<file path="config.mk">
export PLATFORM = sky130hd
export DESIGN_NAME = dmem_axi_bridge
export DESIGN_NICKNAME = d
export VERILOG_FILES = /design/src/rtl/dmem_axi_bridge.sv
export SDC_FILE = /design/constraint.sdc
export NUM_CORES = 1
export LEC_CHECK = 0
export BUFFER_PORTS_ARGS = -buffer_cell sky130_fd_sc_hd__clkbuf_2
export CAP_MARGIN = 20
export CORE_ASPECT_RATIO = 1.4
export CORE_MARGIN = 5
export CORE_UTILIZATION = 35
export DETAILED_ROUTE_END_ITERATION = 12
export HOLD_SLACK_MARGIN = 0.08
export PLACE_DENSITY = 0.8
export SKIP_CTS_REPAIR_TIMING = 1
export SLEW_MARGIN = 5
export SYNTH_ARGS = -nofsm -noshare
export SYNTH_HDL_FRONTEND = slang
export SYNTH_SLANG_ARGS = --single-unit
</file>
<file path="constraint.sdc">
create_clock -name clk -period 1.6 [get_ports clk]
set_input_delay 0.24 -clock clk [delete_from_list [all_inputs] [get_ports clk]]
set_output_delay 0.24 -clock clk [all_outputs]
set_load 0.01 [all_outputs]
</file>
<file path="src/rtl/dmem_axi_bridge.sv">
// dmem_axi_bridge: responder for the data-side req/addr_ok/data_ok port, one single-beat AXI4 transaction at a time.
// Optional build macro DMEM_BRIDGE_EARLY_WRITE_ACK_EN: stores complete once AW and W are done, B is collected afterwards.
module dmem_axi_bridge #(
  parameter logic [3:0] AXI_ID = 4'd1
) (
  input  logic        clk,
  input  logic        reset,
  input  logic        req,
  input  logic        we,
  input  logic [1:0]  size,
  input  logic [31:0] addr,
  input  logic [3:0]  wstrb,
  input  logic [31:0] wdata,
  output logic        addr_ok,
  output logic        data_ok,
  output logic [31:0] rdata,
  output logic        arvalid,
  input  logic        arready,
  output logic [31:0] araddr,
  output logic [2:0]  arsize,
  output logic [3:0]  arid,
  output logic [7:0]  arlen,
  output logic [1:0]  arburst,
  input  logic        rvalid,
  output logic        rready,
  input  logic [31:0] rdata_axi,
  input  logic        rlast,
  input  logic [1:0]  rresp,
  input  logic [3:0]  rid,
  output logic        awvalid,
  input  logic        awready,
  output logic [31:0] awaddr,
  output logic [2:0]  awsize,
  output logic [3:0]  awid,
  output logic [7:0]  awlen,
  output logic [1:0]  awburst,
  output logic        wvalid,
  input  logic        wready,
  output logic [31:0] wdata_axi,
  output logic [3:0]  wstrb_axi,
  output logic        wlast,
  input  logic        bvalid,
  output logic        bready,
  input  logic [1:0]  bresp,
  input  logic [3:0]  bid,
  output logic [2:0]  dbg_state
);

  // Handshake rule on every AXI channel: a beat transfers at the rising edge where valid && ready are
  // both high; a raised valid stays high with its payload stable until that edge. On the SRAM side the
  // request transfers on a cycle with req && addr_ok, and data_ok is a one-cycle completion pulse.
  typedef enum logic [2:0] {
    S_IDLE   = 3'd0,
    S_RD_AR  = 3'd1,
    S_RD_R   = 3'd2,
    S_WR_REQ = 3'd3,
    S_WR_ACK = 3'd4,
    S_WR_B   = 3'd5,
    S_RESP   = 3'd6
  } state_t;

  state_t      state_q;
  logic [31:0] addr_q;
  logic [1:0]  size_q;
  logic [3:0]  wstrb_q;
  logic [31:0] wdata_q;
  logic [31:0] rdata_q;
  logic        arvalid_q, rready_q, awvalid_q, wvalid_q, bready_q;
  logic        aw_done_q, w_done_q, data_ok_q;

  logic aw_hs, w_hs;
  assign aw_hs = awvalid_q && awready;
  assign w_hs  = wvalid_q && wready;

  always_ff @(posedge clk) begin
    if (reset) begin
      state_q   <= S_IDLE;
      addr_q    <= '0;
      size_q    <= '0;
      wstrb_q   <= '0;
      wdata_q   <= '0;
      rdata_q   <= '0;
      arvalid_q <= 1'b0;
      rready_q  <= 1'b0;
      awvalid_q <= 1'b0;
      wvalid_q  <= 1'b0;
      bready_q  <= 1'b0;
      aw_done_q <= 1'b0;
      w_done_q  <= 1'b0;
      data_ok_q <= 1'b0;
    end else begin
      data_ok_q <= 1'b0;
      case (state_q)
        S_IDLE: begin
          if (req) begin
            addr_q    <= addr;
            size_q    <= size;
            wstrb_q   <= wstrb;
            wdata_q   <= wdata;
            aw_done_q <= 1'b0;
            w_done_q  <= 1'b0;
            if (we) begin
              state_q   <= S_WR_REQ;
              awvalid_q <= 1'b1;
              wvalid_q  <= 1'b1;
            end else begin
              state_q   <= S_RD_AR;
              arvalid_q <= 1'b1;
            end
          end
        end
        S_RD_AR: begin
          if (arready) begin
            arvalid_q <= 1'b0;
            rready_q  <= 1'b1;
            state_q   <= S_RD_R;
          end
        end
        S_RD_R: begin
          // Error responses complete like any other; rresp is not inspected.
          if (rvalid) begin
            rready_q  <= 1'b0;
            rdata_q   <= rdata_axi;
            data_ok_q <= 1'b1;
            state_q   <= S_RESP;
          end
        end
        S_WR_REQ: begin
          if (aw_hs) begin
            awvalid_q <= 1'b0;
            aw_done_q <= 1'b1;
          end
          if (w_hs) begin
            wvalid_q <= 1'b0;
            w_done_q <= 1'b1;
          end
          if ((aw_done_q || aw_hs) && (w_done_q || w_hs)) begin
`ifdef DMEM_BRIDGE_EARLY_WRITE_ACK_EN
            state_q   <= S_WR_ACK;
            data_ok_q <= 1'b1;
`else
            state_q  <= S_WR_B;
            bready_q <= 1'b1;
`endif
          end
        end
        S_WR_ACK: begin
          state_q  <= S_WR_B;
          bready_q <= 1'b1;
        end
        S_WR_B: begin
          if (bvalid) begin
            bready_q <= 1'b0;
`ifdef DMEM_BRIDGE_EARLY_WRITE_ACK_EN
            state_q <= S_IDLE;
`else
            state_q   <= S_RESP;
            data_ok_q <= 1'b1;
`endif
          end
        end
        S_RESP: begin
          state_q <= S_IDLE;
        end
        default: begin
          state_q <= S_IDLE;
        end
      endcase
    end
  end

  assign addr_ok   = req && (state_q == S_IDLE);
  assign data_ok   = data_ok_q;
  assign rdata     = rdata_q;
  assign dbg_state = state_q;

  assign arvalid = arvalid_q;
  assign araddr  = addr_q;
  assign arsize  = {1'b0, size_q};
  assign arid    = AXI_ID;
  assign arlen   = 8'd0;
  assign arburst = 2'b01;
  assign rready  = rready_q;

  assign awvalid   = awvalid_q;
  assign awaddr    = addr_q;
  assign awsize    = {1'b0, size_q};
  assign awid      = AXI_ID;
  assign awlen     = 8'd0;
  assign awburst   = 2'b01;
  assign wvalid    = wvalid_q;
  assign wdata_axi = wdata_q;
  assign wstrb_axi = wstrb_q;
  assign wlast     = 1'b1;
  assign bready    = bready_q;

  // Single-beat responses with a fixed ID carry nothing this bridge acts on.
  logic unused_resp;
  assign unused_resp = ^{rlast, rresp, rid, bresp, bid};

endmodule

</file>
# Word level (Yosys, flattened, before mapping)
# Cells that the tools add are included.
totals:
  reg_bits: 113
  input_bits: 124
  out_inout_bits: 177
  elab_cells: 80
classes:
  eq_ne: 14
  n_mux: 31
  reduce_logical: 21
op_table:
  columns: ["operator", "n"]
  rows:
  - ["2-bit inequality test, second input constant", 9]
  - ["3-bit case mux with 6 select lines", 1]
  - ["1-bit 2-to-1 mux", 16]
  - ["3-bit 2-to-1 mux", 5]
  - ["1-bit case mux with 2 select lines", 7]
  - ["3-bit AND reduction", 4]
  - ["4-bit AND reduction", 3]
  - ["3-bit by 2-bit equality test with 1-bit output, second input constant", 2]
  - ["3-bit equality test, second input constant", 2]
  - ["2-bit nonzero test", 3]
  - ["5-bit AND reduction", 1]
  - ["1-bit logical AND", 4]
  - ["2-bit AND reduction", 2]
  - ["3-bit by 1-bit equality test with 1-bit output, second input constant", 1]
  - ["3-bit zero test", 1]
  - ["1-bit case mux with 3 select lines", 1]
  - ["3-bit nonzero test", 1]
  - ["1-bit logical OR", 2]
  - ["2-bit 2-to-1 mux", 1]

# Logic depth before layout (Yosys ltp)
# Gate-level depths: netlist of run 1.
logic_depth:
  depth_word: 5
  mapped_depth: 9
  ltp_nobuf: 5

# Worst setup path after synthesis of run 1
# No wires, ideal clock.
synth_path:
  path_kind: "flip-flop to flip-flop"
  start: "register state_q[0] (netlist: dbg_state[0])"
  end: "register addr_q[0] (netlist: araddr[0])"
  t_arrival_ps: 1518
  required_time_ps: 1530
  setup_slack_ps: 12
  stages_incl_launch_ff: 10
  n_path_buf: 4
  period_less_slack_ps: 1588
  cell_sequence: "dfxtp_1 > buf_6 > nand2b_4 > or3_1 > buf_2 > inv_2 > buf_6 > buf_6 > nand2_2 > a21oi_2"
synth_between:
  elab_chain_cells: 2
synth_rtl:
  columns: ["item", "line_no", "text"]
  rows:
  - ["start: declaration", "62", "state_t state_q;"]
  - ["start signal: assignment", "77", "state_q <= S_IDLE;"]
  - ["start signal: assignment", "103", "state_q <= S_WR_REQ;"]
  - ["start signal: assignment", "107", "state_q <= S_RD_AR;"]
  - ["3-bit zero test", "93", "case (state_q)"]
  - ["2-bit AND reduction (no source line)", null, null]
  - ["end signal: assignment", "96", "addr_q <= addr;"]
  - ["end: declaration", "63", "logic [31:0] addr_q;"]
# Every way passes these cells.
# A chain may end at the register's enable or synchronous reset.

# Worst setup path in the final report of run 1
layout_path:
  start: "register state_q[0] (netlist: dbg_state[0])"
  end: "output port addr_ok"
layout_between:
  elab_chain_cells: 2
layout_rtl:
  columns: ["item", "line_no", "text"]
  rows:
  - ["3-bit zero test", "172", "assign addr_ok = req && (state_q == S_IDLE);"]
  - ["1-bit logical AND", "172", null]
  - ["end: declaration", "14", "output logic addr_ok,"]
# Every way passes these cells.

==> results.md, run 1 <==
* Number of global-route vias before repair at just over 4k
* Post-synthesis sequential area ratio at between 40% and 50%
* #FFs+latches synth at ~110
* Met2 Wirelength at around 7.6 mm
* Number of flops mapped to enable cells by yosys at 0
* Max IR drop VDD at 0.8354 mV
* Worst-path clk slew at about 0.05 ns
* Post-route ant nets at 0
* Cells after DPL at 948
* Outcome: finished with violations
* GP Congestion at 0.7901
* Clock sinks at about 110
* Core box area at ~13000 sq um
* CTS tree: built
* Latest clock arrival within the worst-skew pair at around 0.39 ns
* Wirelength per Cell at between 10 and 15 microns
* Dominant synthesized flop cell: dfxtp_1
* Total Routing Usage GR at 15.66%
* Total wire length at 14.38 mm
* Post-Synthesis Cells at 578
* Worst Hold Margin at between 0.06 and 0.07 ns
* Critical path class: register to output pin
* Synth Cell Area at 4623 sq um
* Sw Ratio at a little over a quarter
* CTS H-tree depth at 4
* CTS max path bufs at 2
* Leak at roughly 3.3 nW
* RSZ-0062 raised after global routing: yes
* Mean post-synth cell area at around 8 sq um
* Maxcap violations at 0
* TritonRoute pass-1 iters at 5
* N_diodes at 0
* Yosys warnings at 0
* Crit path time final at ~1.7 ns
* Endpoints failing setup at 1
* Layout area overhead at 51.85%
* Chip height at roughly 150 microns
* Crit end category: output pin
* Final cell count without fillers at approximately 1.0k
* Hold crit path type: input port to register
* Initial Util at approximately 36%
* Share of layout cells above drive strength 1 at about two fifths
* DR WL met3 at roughly 1.2 mm
* Synth unique cells at 31
* Row Count at between 40 and 50
* Critical Path Start Type: register
* Worst path required time at ~1.4 ns
* Final critical-path setup slack at -0.1419 ns
* Clock root cell: clkbuf_16
* Fin nets at just under 1k
* Vias/cell at approximately 4.5
* DPL Wire Length at between 9 and 10 mm
* Overflow after GRT at 0
* DR top layer: met4
* Arrival time at the worst endpoint at approximately 1.5 ns
* Starting DRT DRC Count at 180
* Fmax at about 0.57 GHz
* Combinational share of power at about 22%
* Clk pwr share at a little over two fifths
* Power Density at between 1000 and 1500 nW/um^2
* First-pass GRT wire length at 20.08 mm
* Setup tns final at -0.1419 ns
* Initial antenna violation count at 0
* Die ar. at around 16000 sq um
* Met1 Wirelength at between 5 and 6 mm
* Vias at between 4k and 5k
* Die Width at 107.1 microns
* Clock Skew at around 0.0084 ns
* DR DRC count at 0
* IO Port Bufs at 256
* Switching power total at ~2.5 mW
* Largest net degree at the start of global routing at 71
* Final hold vios at 0
* Share of flip-flops with an asynchronous set or reset at 0%
* Crit-path max FO at 8
* Ports at between 300 and 400
* Period utilisation layout at 108.9%
* Max-slew violations at 0
* Cell Int Power at 6.781 mW
* Seq pwr share at between 30% and 40%
* Failing checks: setup timing
* CTS buffer count at 17
[registers in the layout, indices dropped and copies added (netlist names)]
name and cells:
araddr 32, rdata 32, wdata_axi 32, wstrb_axi 4, dbg_state 3, size_q 2, arvalid 1, aw_done_q 1
awvalid 1, bready 1, data_ok 1, rready 1, w_done_q 1, wvalid 1
[cells in the mapped netlist (all sizes together), types with 3 or more instances]
cell	count	area, sq um
o21ai	3	15.01
buf	80	613.1
dfxtp	113	2262
nand3	3	15.01
a21oi	109	583.1
clkbuf	25	93.84
nor2	7	26.28
nor3	5	25.02
nand2	208	805.8
nand2b	3	26.27
[power by group through the flow]
stage | clock network [mW] | registers [mW] | logic (mW)
floorplan | 0 | 3.44 | 1.07
global placement | 0 | 3.30 | 1.74
detailed placement | 0 | 3.32 | 1.76
CTS | 4.13 | 3.26 | 1.77
global route | 4.28 | 3.30 | 2.22
finish | 4.04 | 3.26 | 2.02
[critical path: stages (launching register included)]
cell	delay, ns
dfxtp_2	0.31
nand2b_4	0.13
or3_4	0.36
inv_4	0.08
buf_12	0.11
buf_6	0.10
[per-layer routing]
metal | up-vias | track usage (%)
met5 | - | 0
met4 | 0 | 6.526
met3 | 38 | 4.705
met2 | 223 | 28.32
met1 | 2112 | 16.58
li1 | 2320 | -
[cell type report]
type	instances	area, sq um
well taps	178	222.7
inverters	1	6.256
clock buffers	21	450.4
clock inverters	10	183.9
repair buffers	331	2127
flip-flops and latches	113	2263
multi-input cells	388	1767
fillers	1142	5916
[per-stage QoR]
stage	utilization (%)	total power [mW]	setup WS (ns)	area (sq um)
CTS	49.05	9.166	-0.4015	6345
detailed placement	44.14	5.080	-0.01275	5710
finish	54.27	9.319	-0.1419	7020
global placement	44.14	5.045	0.03137	5710
global route	54.27	9.794	-0.1992	7020
floorplan	-	4.512	0.01209	4732
[cells by family (layout without fill, tap and decap cells)]
logic type             after synthesis  count (layout)  synth area share, %
AO/OA/AOI/OAI                      120             120                14.40
buffers and inverters              106             363                15.37
flip-flops                         113             113                48.93
other                                2              31               0.1624
AND/OR/NAND/NOR                    237             237                21.14
[final timing paths]
kind                                     from       endpoint  slack [ns]  depth (start not counted)
worst min register to register      rdata[31]      rdata[31]        0.45                          2
worst min-delay path            rdata_axi[26]      rdata[26]        0.06                          3
worst max register to register   dbg_state[0]  wdata_axi[21]        0.03                          7
worst max-delay path             dbg_state[0]        addr_ok       -0.14                          5
[placed cells by master, fill, tap and decap left out, types with 2 or more instances in the layout]
| cell | n |
|---|---|
| clkinv_2 | 2 |
| nand2b_1 | 2 |
| nand2_2 | 10 |
| buf_6 | 2 |
| nor3_1 | 5 |
| a21oi_2 | 10 |
| clkbuf_16 | 19 |
| nand2_1 | 198 |
| o21ai_0 | 3 |
| dfxtp_1 | 112 |
| nand3_1 | 3 |
| clkbuf_2 | 254 |
| clkbuf_1 | 3 |
| nor3b_1 | 2 |
| nand3b_1 | 2 |
| conb_1 | 31 |
| a41oi_1 | 2 |
| bufinv_16 | 5 |
| nor2_1 | 7 |
| a21oi_1 | 99 |
| and3b_1 | 2 |
| clkinvlp_4 | 2 |
| buf_12 | 6 |
| buf_4 | 10 |
| dlygate4sd3_1 | 56 |
(Power assumes the default switching activity.)
==> run 2: changes to the inputs <==
--- a/config.mk
+++ b/config.mk
@@ -13,5 +13,6 @@
 export DETAILED_ROUTE_END_ITERATION = 12
 export HOLD_SLACK_MARGIN = 0.08
-export PLACE_DENSITY = 0.8
+export PLACE_DENSITY = 0.77
+export SETUP_SLACK_MARGIN = 0.05
 export SKIP_CTS_REPAIR_TIMING = 1
 export SLEW_MARGIN = 5
==> constraint.sdc (replaced) <==
create_clock -name clk -period 1.65 [get_ports clk]
set_input_delay 0.165 -clock clk [delete_from_list [all_inputs] [get_ports clk]]
set_output_delay 0.165 -clock clk [all_outputs]
set_load 0.01 [all_outputs]
==> results.md, run 2 (synthesized netlist as in run 1, its figures left out) <==
* Outcome: finished with violations
* Failing checks: setup timing
* Cells along the critical path: nand2b_4 > or3_4 > inv_8 > buf_12 > buf_6
* Fmax at around 0.58 GHz
* Row Count at slightly below 50
* Commonest non-fill, non-tap cells in the layout: 254 x clkbuf_2, 198 x nand2_1, 112 x dfxtp_1
* Worst-path clk slew at 0.06 ns
* Buffer and inverter count on the worst path at 3
* Cell family with most CP delay: simple AND/OR/NAND/NOR gates
* Most used routing layer: met2
* Crit-path max FO at 6
* Overflow after GRT at 0
* N_diodes at 0
* Total wire length at around 15 mm
* RSZ-0062 raised after global routing: yes
* Clk pwr share at around two fifths
* CTS max path bufs at 2
* Area of placed instances at around 5700 sq um
* Final hold vios at 0
* Leak at between 3 and 4 nW
* Die Width at ~110 microns
* Max incr delay on CP at around 0.4 ns
* Final critical-path setup slack at -0.07023 ns
* CTS H-tree depth at 4
* Switching power total at roughly 2.6 mW
* Maxcap violations at 0
* Fin nets at between 1k and 1.5k
* Die ar. at about 16000 sq um
* Crit path time final at between 1.5 and 2 ns
* Critical Path Start Type: register
* Power consumption at ~8.6 mW
* Combinational share of power at a little under a quarter
* Hold path cells at 3
* Worst path required time at roughly 1.5 ns
* GRT met3 Usage at 4.971%
* CTS buffer count at 17
* Initial antenna violation count at 0
* First-pass GRT wire length at approximately 20 mm
* GP Congestion at between 0.8 and 0.9
* Crit. path cell count at 5
* Slowest-stage cell, CP: or3_4
* Vias/cell at between 4 and 5
* DR DRC count at 0
* Arrival time at the worst endpoint at 1.56 ns
* Grt met2 use at roughly 28%
* Starting DRT DRC Count at about 220
* Core box area at 12940 sq um
* Initial Util at 35.74%
* Max-slew violations at 0
* CTS tree: built
* Hold crit path type: input port to register
* Critical path class: register to output pin
* Cell Int Power at between 6 and 7 mW
* IO Port Bufs at 256
* Clock sinks at 113
* Total Routing Usage GR at ~16%
* Share of layout cells above drive strength 1 at between 30% and 40%
* Latest clock arrival within the worst-skew pair at 0.40 ns
* Largest net degree at the start of global routing at between 70 and 80
* Clock root cell: clkbuf_16
* Chip height at about 150 microns
* Power Density at 1174 nW/um^2
* Number of global-route vias before repair at a little over 4k
* TritonRoute pass-1 iters at 6
* Endpoints failing setup at 1
* Wirelength per Cell at 14.09 microns
* Commonest non-fill, non-tap cell in the layout: clkbuf_2
* Post-route ant nets at 0
* Max IR drop VDD at ~0.87 mV
* Crit end category: output pin
* Setup tns final at -0.07023 ns
* Sw Ratio at a little under a third
* DPL Wire Length at 9.319 mm
* Routing usage on met1 at 16.92%
* Final instance area at roughly 7400 sq um
* Layout area overhead at 59.32%
* Layout fillers at between 1k and 1.5k
* R2R depth at 8
* Ports at ~300
* Clock Skew at just under 0.009 ns
* Period utilisation layout at 104.3%
* Vias at 4870
* Seq pwr share at between 30% and 40%
-- run 2: area by class of cell --
| cell class | count | area [sq um] | share of cell area, % |
|---|---|---|---|
| Clock buffer | 18 | 439.2 | 5.962 |
| Clock inverter | 14 | 132.6 | 1.801 |
| Tap cell | 178 | 222.7 | 3.024 |
| Multi-Input combinational cell | 388 | 1770 | 24.04 |
| Sequential cell | 113 | 2263 | 30.73 |
| Inverter | 1 | 11.26 | 0.1529 |
| Timing Repair Buffer | 376 | 2526 | 34.30 |
-- run 2: worst paths after layout --
path / from / endpoint / slack (ns)
setup reg to reg: dbg_state[0] / araddr[29] / 0.06
hold reg to reg: wdata_axi[16] / wdata_axi[16] / 0.45
setup / recovery: dbg_state[0] / addr_ok / -0.07
hold / removal: bvalid / data_ok / 0.09
-- run 2: power by group through the flow --
stage | Combinational, mW | Clock [mW] | Sequential (mW)
CTS | 1.69 | 3.60 | 3.16
global placement | 1.67 | 0 | 3.20
finish | 1.99 | 3.49 | 3.17
detailed placement | 1.68 | 0 | 3.22
global route | 2.17 | 3.71 | 3.20
floorplan | 1.04 | 0 | 3.34
-- run 2: worst reg2reg max path, stage by stage, from the launching register on --
cell and delay, ns:
dfxtp_2 0.32, nand2b_4 0.13, or3_4 0.41, inv_8 0.08, buf_12 0.11, buf_4 0.15
buf_4 0.12, nand2_1 0.07, a21oi_2 0.13
-- run 2: metal layers --
metal	routed length (microns)	vias to the layer above
li1	-	2404
met1	5524	2199
met2	8194	236
met3	1180	31
met4	431	0
met5	0	-
-- run 2: through the flow --
| step | hold WS [ns] | std cells | setup slack (ns) | utilization [%] |
|---|---|---|---|---|
| 2_1_floorplan | 0.2919 | 607 | 0.06209 | - |
| 3_3_place_gp | 0.3870 | 948 | 0.09976 | 43.95 |
| 3_5_place_dp | 0.3931 | 948 | 0.05677 | 43.95 |
| 4_1_cts | -0.03834 | 980 | -0.3228 | 48.37 |
| 5_1_grt | 0.09972 | 1088 | -0.1204 | 56.94 |
| 6_report | 0.08589 | 1088 | -0.07023 | 56.94 |
